File: src/rtl/ring_arb_pkg.sv
// Shared types and helpers for the ring token arbiter.
package ring_arb_pkg;

  typedef enum logic [1:0] {
    IDLE    = 2'd0,
    GRANT   = 2'd1,
    HANDOFF = 2'd2
  } state_e;

  // Widest ring the helpers can handle; callers zero-extend narrower vectors.
  localparam int MAX_N = 64;

  // Rotate a one-hot vector left by one within the low n bits; bit n-1 wraps to bit 0.
  function automatic logic [MAX_N-1:0] rotl_onehot(input logic [MAX_N-1:0] v, input int n);
    logic [MAX_N-1:0] mask;
    mask = (MAX_N'(1) << n) - MAX_N'(1);
    return ((v << 1) | (v >> (n - 1))) & mask;
  endfunction

  // Binary index of the set bit of a one-hot vector; 0 for an all-zero vector.
  function automatic int onehot2bin(input logic [MAX_N-1:0] v);
    logic [MAX_N-1:0] t;
    int r;
    r = 0;
    for (int i = 0; i < MAX_N; i++) begin
      t = v >> i;
      if (t[0]) r = r | i;
    end
    return r;
  endfunction

endpackage

File: src/rtl/ring_pointer.sv
// One-hot ring register holding the rotating priority token.
module ring_pointer #(
  parameter int N = 4
) (
  input  logic         i_clk,
  input  logic         i_reset,
  input  logic         i_load,
  input  logic [N-1:0] i_load_val,
  output logic [N-1:0] o_token
);

  logic [N-1:0] r_token;

  // Token comes out of reset at bit 0 and only moves when a new value is loaded.
  always_ff @(posedge i_clk or negedge i_reset) begin
    if (!i_reset)    r_token <= N'(1);
    else if (i_load) r_token <= i_load_val;
  end

  assign o_token = r_token;

endmodule

File: src/rtl/ring_token_arbiter.sv
// Round-robin arbiter with rotating one-hot token, dead cycle between owners
// and an optional hold limit that forces the owner off the resource.
module ring_token_arbiter
  import ring_arb_pkg::*;
#(
  parameter  int N        = 4,
  parameter  int MAX_HOLD = 8,
  localparam int ID_W     = $clog2(N)
) (
  input  logic            i_clk,
  input  logic            i_reset,
  input  logic [N-1:0]    i_req,
  output logic [N-1:0]    o_gnt,
  output logic            o_gnt_vld,
  output logic [ID_W-1:0] o_gnt_id,
  output logic [N-1:0]    o_token,
  output logic            o_preempt
);

  localparam int DW    = 2 * N;
  localparam int CNT_W = (MAX_HOLD > 0) ? $clog2(MAX_HOLD + 1) : 1;
  localparam logic [CNT_W-1:0] HOLD_LIM = CNT_W'((MAX_HOLD > 0) ? MAX_HOLD - 1 : 0);
  localparam logic [CNT_W-1:0] HOLD_SAT = CNT_W'(MAX_HOLD);

  state_e           r_state, w_state_nxt;
  logic [N-1:0]     r_gnt, w_gnt_nxt;
  logic [CNT_W-1:0] r_hold, w_hold_nxt;
  logic             r_preempt, w_preempt_nxt;
  logic             w_release;
  logic             w_owner_req;
  logic             w_limit;
  logic [N-1:0]     w_token;
  logic [N-1:0]     w_sel;
  logic [N-1:0]     w_rot;
  logic [MAX_N-N-1:0] w_rot_unused;
  logic [DW-1:0]    w_dbl, w_dbl_pick;

  // Circular search from the token: the low copy keeps only requests at or above
  // the token, the high copy is the wrapped search; lowest set bit wins.
  assign w_dbl      = {i_req, i_req & ~(w_token - N'(1))};
  assign w_dbl_pick = w_dbl & ~(w_dbl - DW'(1));
  assign w_sel      = w_dbl_pick[N-1:0] | w_dbl_pick[DW-1:N];

  assign {w_rot_unused, w_rot} = rotl_onehot(MAX_N'(r_gnt), N);

  assign w_owner_req = |(i_req & r_gnt);
  assign w_limit     = (MAX_HOLD != 0) && (r_hold == HOLD_LIM);

  // Next state, grant and hold counter; a dropped request beats the hold limit.
  always_comb begin
    w_state_nxt   = r_state;
    w_gnt_nxt     = r_gnt;
    w_hold_nxt    = r_hold;
    w_preempt_nxt = 1'b0;
    w_release     = 1'b0;
    case (r_state)
      IDLE, HANDOFF: begin
        w_gnt_nxt  = '0;
        w_hold_nxt = '0;
        if (|i_req) begin
          w_state_nxt = GRANT;
          w_gnt_nxt   = w_sel;
        end else begin
          w_state_nxt = IDLE;
        end
      end
      GRANT: begin
        if (!w_owner_req) begin
          w_state_nxt = HANDOFF;
          w_gnt_nxt   = '0;
          w_release   = 1'b1;
        end else if (w_limit) begin
          w_state_nxt   = HANDOFF;
          w_gnt_nxt     = '0;
          w_release     = 1'b1;
          w_preempt_nxt = 1'b1;
        end else if (r_hold != HOLD_SAT) begin
          w_hold_nxt = r_hold + CNT_W'(1);
        end
      end
      default: begin
        w_state_nxt = IDLE;
        w_gnt_nxt   = '0;
        w_hold_nxt  = '0;
      end
    endcase
  end

  // State and output registers; reset clears a live grant immediately.
  always_ff @(posedge i_clk or negedge i_reset) begin
    if (!i_reset) begin
      r_state   <= IDLE;
      r_gnt     <= '0;
      r_hold    <= '0;
      r_preempt <= 1'b0;
    end else begin
      r_state   <= w_state_nxt;
      r_gnt     <= w_gnt_nxt;
      r_hold    <= w_hold_nxt;
      r_preempt <= w_preempt_nxt;
    end
  end

  ring_pointer #(.N(N)) u_ptr (
    .i_clk      (i_clk),
    .i_reset    (i_reset),
    .i_load     (w_release),
    .i_load_val (w_rot),
    .o_token    (w_token)
  );

  assign o_gnt     = r_gnt;
  assign o_gnt_vld = |r_gnt;
  assign o_gnt_id  = ID_W'(onehot2bin(MAX_N'(r_gnt)));
  assign o_token   = w_token;
  assign o_preempt = r_preempt;

endmodule

File: config.mk
export PLATFORM = sky130hd
export DESIGN_NAME = ring_token_arbiter
export DESIGN_NICKNAME = d
export VERILOG_FILES = /design/src/rtl/ring_arb_pkg.sv /design/src/rtl/ring_pointer.sv /design/src/rtl/ring_token_arbiter.sv
export SDC_FILE = /design/constraint.sdc
export NUM_CORES = 1
export LEC_CHECK = 0
export CAP_MARGIN = 30
export CORE_AREA = 2 2 44 46
export DETAILED_ROUTE_END_ITERATION = 7
export DIE_AREA = 0 0 46 48
export GPL_ROUTABILITY_DRIVEN = 0
export MAX_ROUTING_LAYER = met4
export PLACE_DENSITY = 0.76
export SLEW_MARGIN = 20
export SYNTH_ARGS = -nofsm -noshare
export SYNTH_HDL_FRONTEND = slang
export SYNTH_SLANG_ARGS = --single-unit
File: constraint.sdc
create_clock -name i_clk -period 2.4 [get_ports i_clk]
set_input_delay 0.48 -clock i_clk [delete_from_list [all_inputs] [get_ports i_clk]]
set_output_delay 0.48 -clock i_clk [all_outputs]
set_load 0.02 [all_outputs]
==> flow_summary.yaml, run 1 <==
global_routing:
  grt_pass1_vias: 662
  antenna_found_initial: 0
  track_usage_pct: 21.64
  grt_pass1_wl_um: 3042
  grt_max_degree: 16
  grt.overflow.total: 0
logic_synthesis:
  ys_seq_elements: 15
  yosys_warnings: 0
  ys_top_cells_by_count: "dfrtp_1, inv_1, nand2_1"
  synth-seq-area-share_pct: 43.88
  synth.area.top_cells: "dfrtp_1, mux2_2, ha_1, dfstp_2, nand2b_1"
  synth_edf_count: 0
  ys_async_sr_fraction_pct: 100.0
  ys_types: 36
  synth_top_area_share_pct: 40.82
  synth_most_common_cell: "dfrtp_1"
  synthCells: 85
  synth.largest_area_cell: "dfrtp_1"
  ys.flop_type: "dfrtp_1"
  syn_area_per_cell_um2: 10.10
  synth_area_um2: 858.3
  syn_nets: 94
timing:
  final_hold_viol_count: 0
  rsz0062_at_grt: "false"
  fin_worst_skew_ps: 2.646
  finalSetupViolCount: 0
  tightest_slew_ps: 690.5
  relSlewSlack_pct: 53.83
  period_share_pct: 89.98
  setup_ws_ps: 240.5
  setup_tns_ps: 0
  fmax_ghz: 0.4631
  drv_slew: 0
  fin_crit_ps: 2159
layout:
  areaGrowthSynthToFinish_pct: 26.68
  drive_gt1_share_pct: 18.69
  finalNetCount: 117
  antenna_cells: 0
floorplan:
  core_um2: 1689
  die-area_um2: 2208
  ioPinCount: 18
  start_util_pct: 50.81
  rows: 15
  die_x_um: 46
  die_y_um: 48
setup_path:
  endpoint_kind: "primary output"
  path_class: "reg2out"
  worst-path-max-fanout: 5
  max_stage_delay_ps: 530
  cp_cell_sequence: "buf_4 -> or2_2 -> clkdlybuf4s50_1"
  path_delay_family: "buffers and inverters"
  required_ps: 1920
  rrSetupSlack_ps: 650
  startpoint_type: "flip-flop"
  cp.arrival_ps: 1680
  cp_num_buf_inv: 2
  crit_slowest_cell: "clkdlybuf4s50_1"
clock_tree:
  ctsHoldBuffers: 0
  numClockSinks: 15
  clockBufferDepth: 2
  cts_root_buf: "clkbuf_4"
  post_cts_buffers: 0
  clkSlewWorstSetupHoldPaths_ps: 90
  ctsResizeCount: 0
  cts_tree: "yes"
  clock_latency_ps: 300
  cts_buffers: 3
  cts_max_level: 1
drt:
  routed_via_density: 5.847
  routedWlPerCell_um: 15.77
  drc: 0
  postRouteWirelength_um: 1955
  dr.pass1.iters: 4
  vias: 725
  antenna_left: 0
  drt_iter0_drc: 29
placed_design:
  port_buffers: 17
  dpl_worst_slack_ps: 302.7
  hpwl_um: 1454
power:
  power_density_nw_per_um2: 1294
  p_leak_uw: 0.0004916
  irDropWorstVdd_uv: 811.5
flow_run:
  cap_violations: 0
worst_hold_path:
  hold_path_class: "reg2reg"
outcome:
  status: "complete, no violations"
[worst min-delay path, cell delays in order, from the launching register on]
cell and delay, ps:
dfrtp_1 420, nand2_1 70, mux2i_1 50
[metrics by stage]
stage | hold WS, ps | power, µW | instance area [µm²] | cells | util [%]
finish | 573.5 | 1407 | 1087 | 124 | 64.37
global route | 608.1 | 1493 | 1087 | 124 | 64.37
CTS | 576.3 | 1418 | 1085 | 124 | 64.22
detailed placement | 559.3 | 1266 | 1057 | 120 | 62.59
global placement | 543.6 | 1259 | 1057 | 120 | 62.59
floorplan | 184.4 | 950.9 | 858.3 | 85 | -
[worst paths after layout]
| kind | startpoint | endpoint | cells past startpoint |
|---|---|---|---|
| worst max-delay path | o_gnt[3] | o_gnt_id[1] | 3 |
| worst min-delay path | r_hold[3] | r_hold[3] | 2 |
| worst max register to register | u_ptr.o_token[0] | o_gnt[3] | 6 |
| worst min register to register | r_hold[3] | r_hold[3] | 2 |
| max in group asynchronous | i_reset | o_gnt[2] | 1 |
| min in group asynchronous | i_reset | r_hold[0] | 1 |
[registers in the layout, indices dropped and copies added (netlist names)]
name / flops
r_state: 2
o_gnt: 4
o_preempt: 1
r_hold: 4
u_ptr.o_token: 4
[placed cells by master, fill, tap and decap left out, drive strengths merged, types with 2 or more instances in the layout]
cell | synthesis | routed
a211o | 2 | 2
a21oi | 5 | 5
a22oi | 2 | 2
and2 | 3 | 3
clkbuf | 0 | 3
clkdlybuf4s50 | 0 | 16
dfrtp | 14 | 14
ha | 3 | 3
inv | 6 | 6
mux2 | 4 | 4
nand2 | 7 | 7
nand2b | 4 | 4
nand3 | 4 | 4
nand3b | 2 | 2
nor2 | 3 | 3
nor3 | 4 | 4
nor4 | 3 | 3
o21ai | 2 | 2
or2 | 2 | 2
or3 | 2 | 2
[logic make-up after synthesis]
family                     share of synthesized area, %
muxes                                             6.414
DFF                                               43.88
xor gates and xnor gates                          1.021
and+or+nand+nor                                   25.95
AOI/OAI and AO/OA                                 15.74
adders and majority gates                         4.374
buffers and inverters                             2.624
[layer usage]
metal  vias to the layer above  GRT usage, %  wire length (µm)
met5                         -             -                 0
met1                       336         24.48               838
met2                        32         33.89               957
met3                         6         4.528                93
met4                         0         15.43                67
li1                        351             -                 -
[final cells by class]
cell class | count | area (µm²)
Clock buffer | 3 | 22.52
Clock inverter | 1 | 5.005
Fill cell | 141 | 601.8
Inverter | 6 | 22.52
Multi-Input combinational cell | 64 | 459.2
Sequential cell | 15 | 376.6
Tap cell | 17 | 21.27
Timing Repair Buffer | 18 | 180.2
[power breakdown]
| part | internal, µW | total, µW | switching [µW] |
|---|---|---|---|
| registers | 338 | 437 | 99.3 |
| clock network | 62.2 | 155 | 92.4 |
| logic | 400 | 816 | 416 |
Power figures use the tool's default switching activity.
==> inputs of run 2 (changes only) <==
REMOVE_ABC_BUFFERS = 1   (was unset)
==> results of run 2 <==
The final DEF is identical to that of run 1; final timing and power are the same.
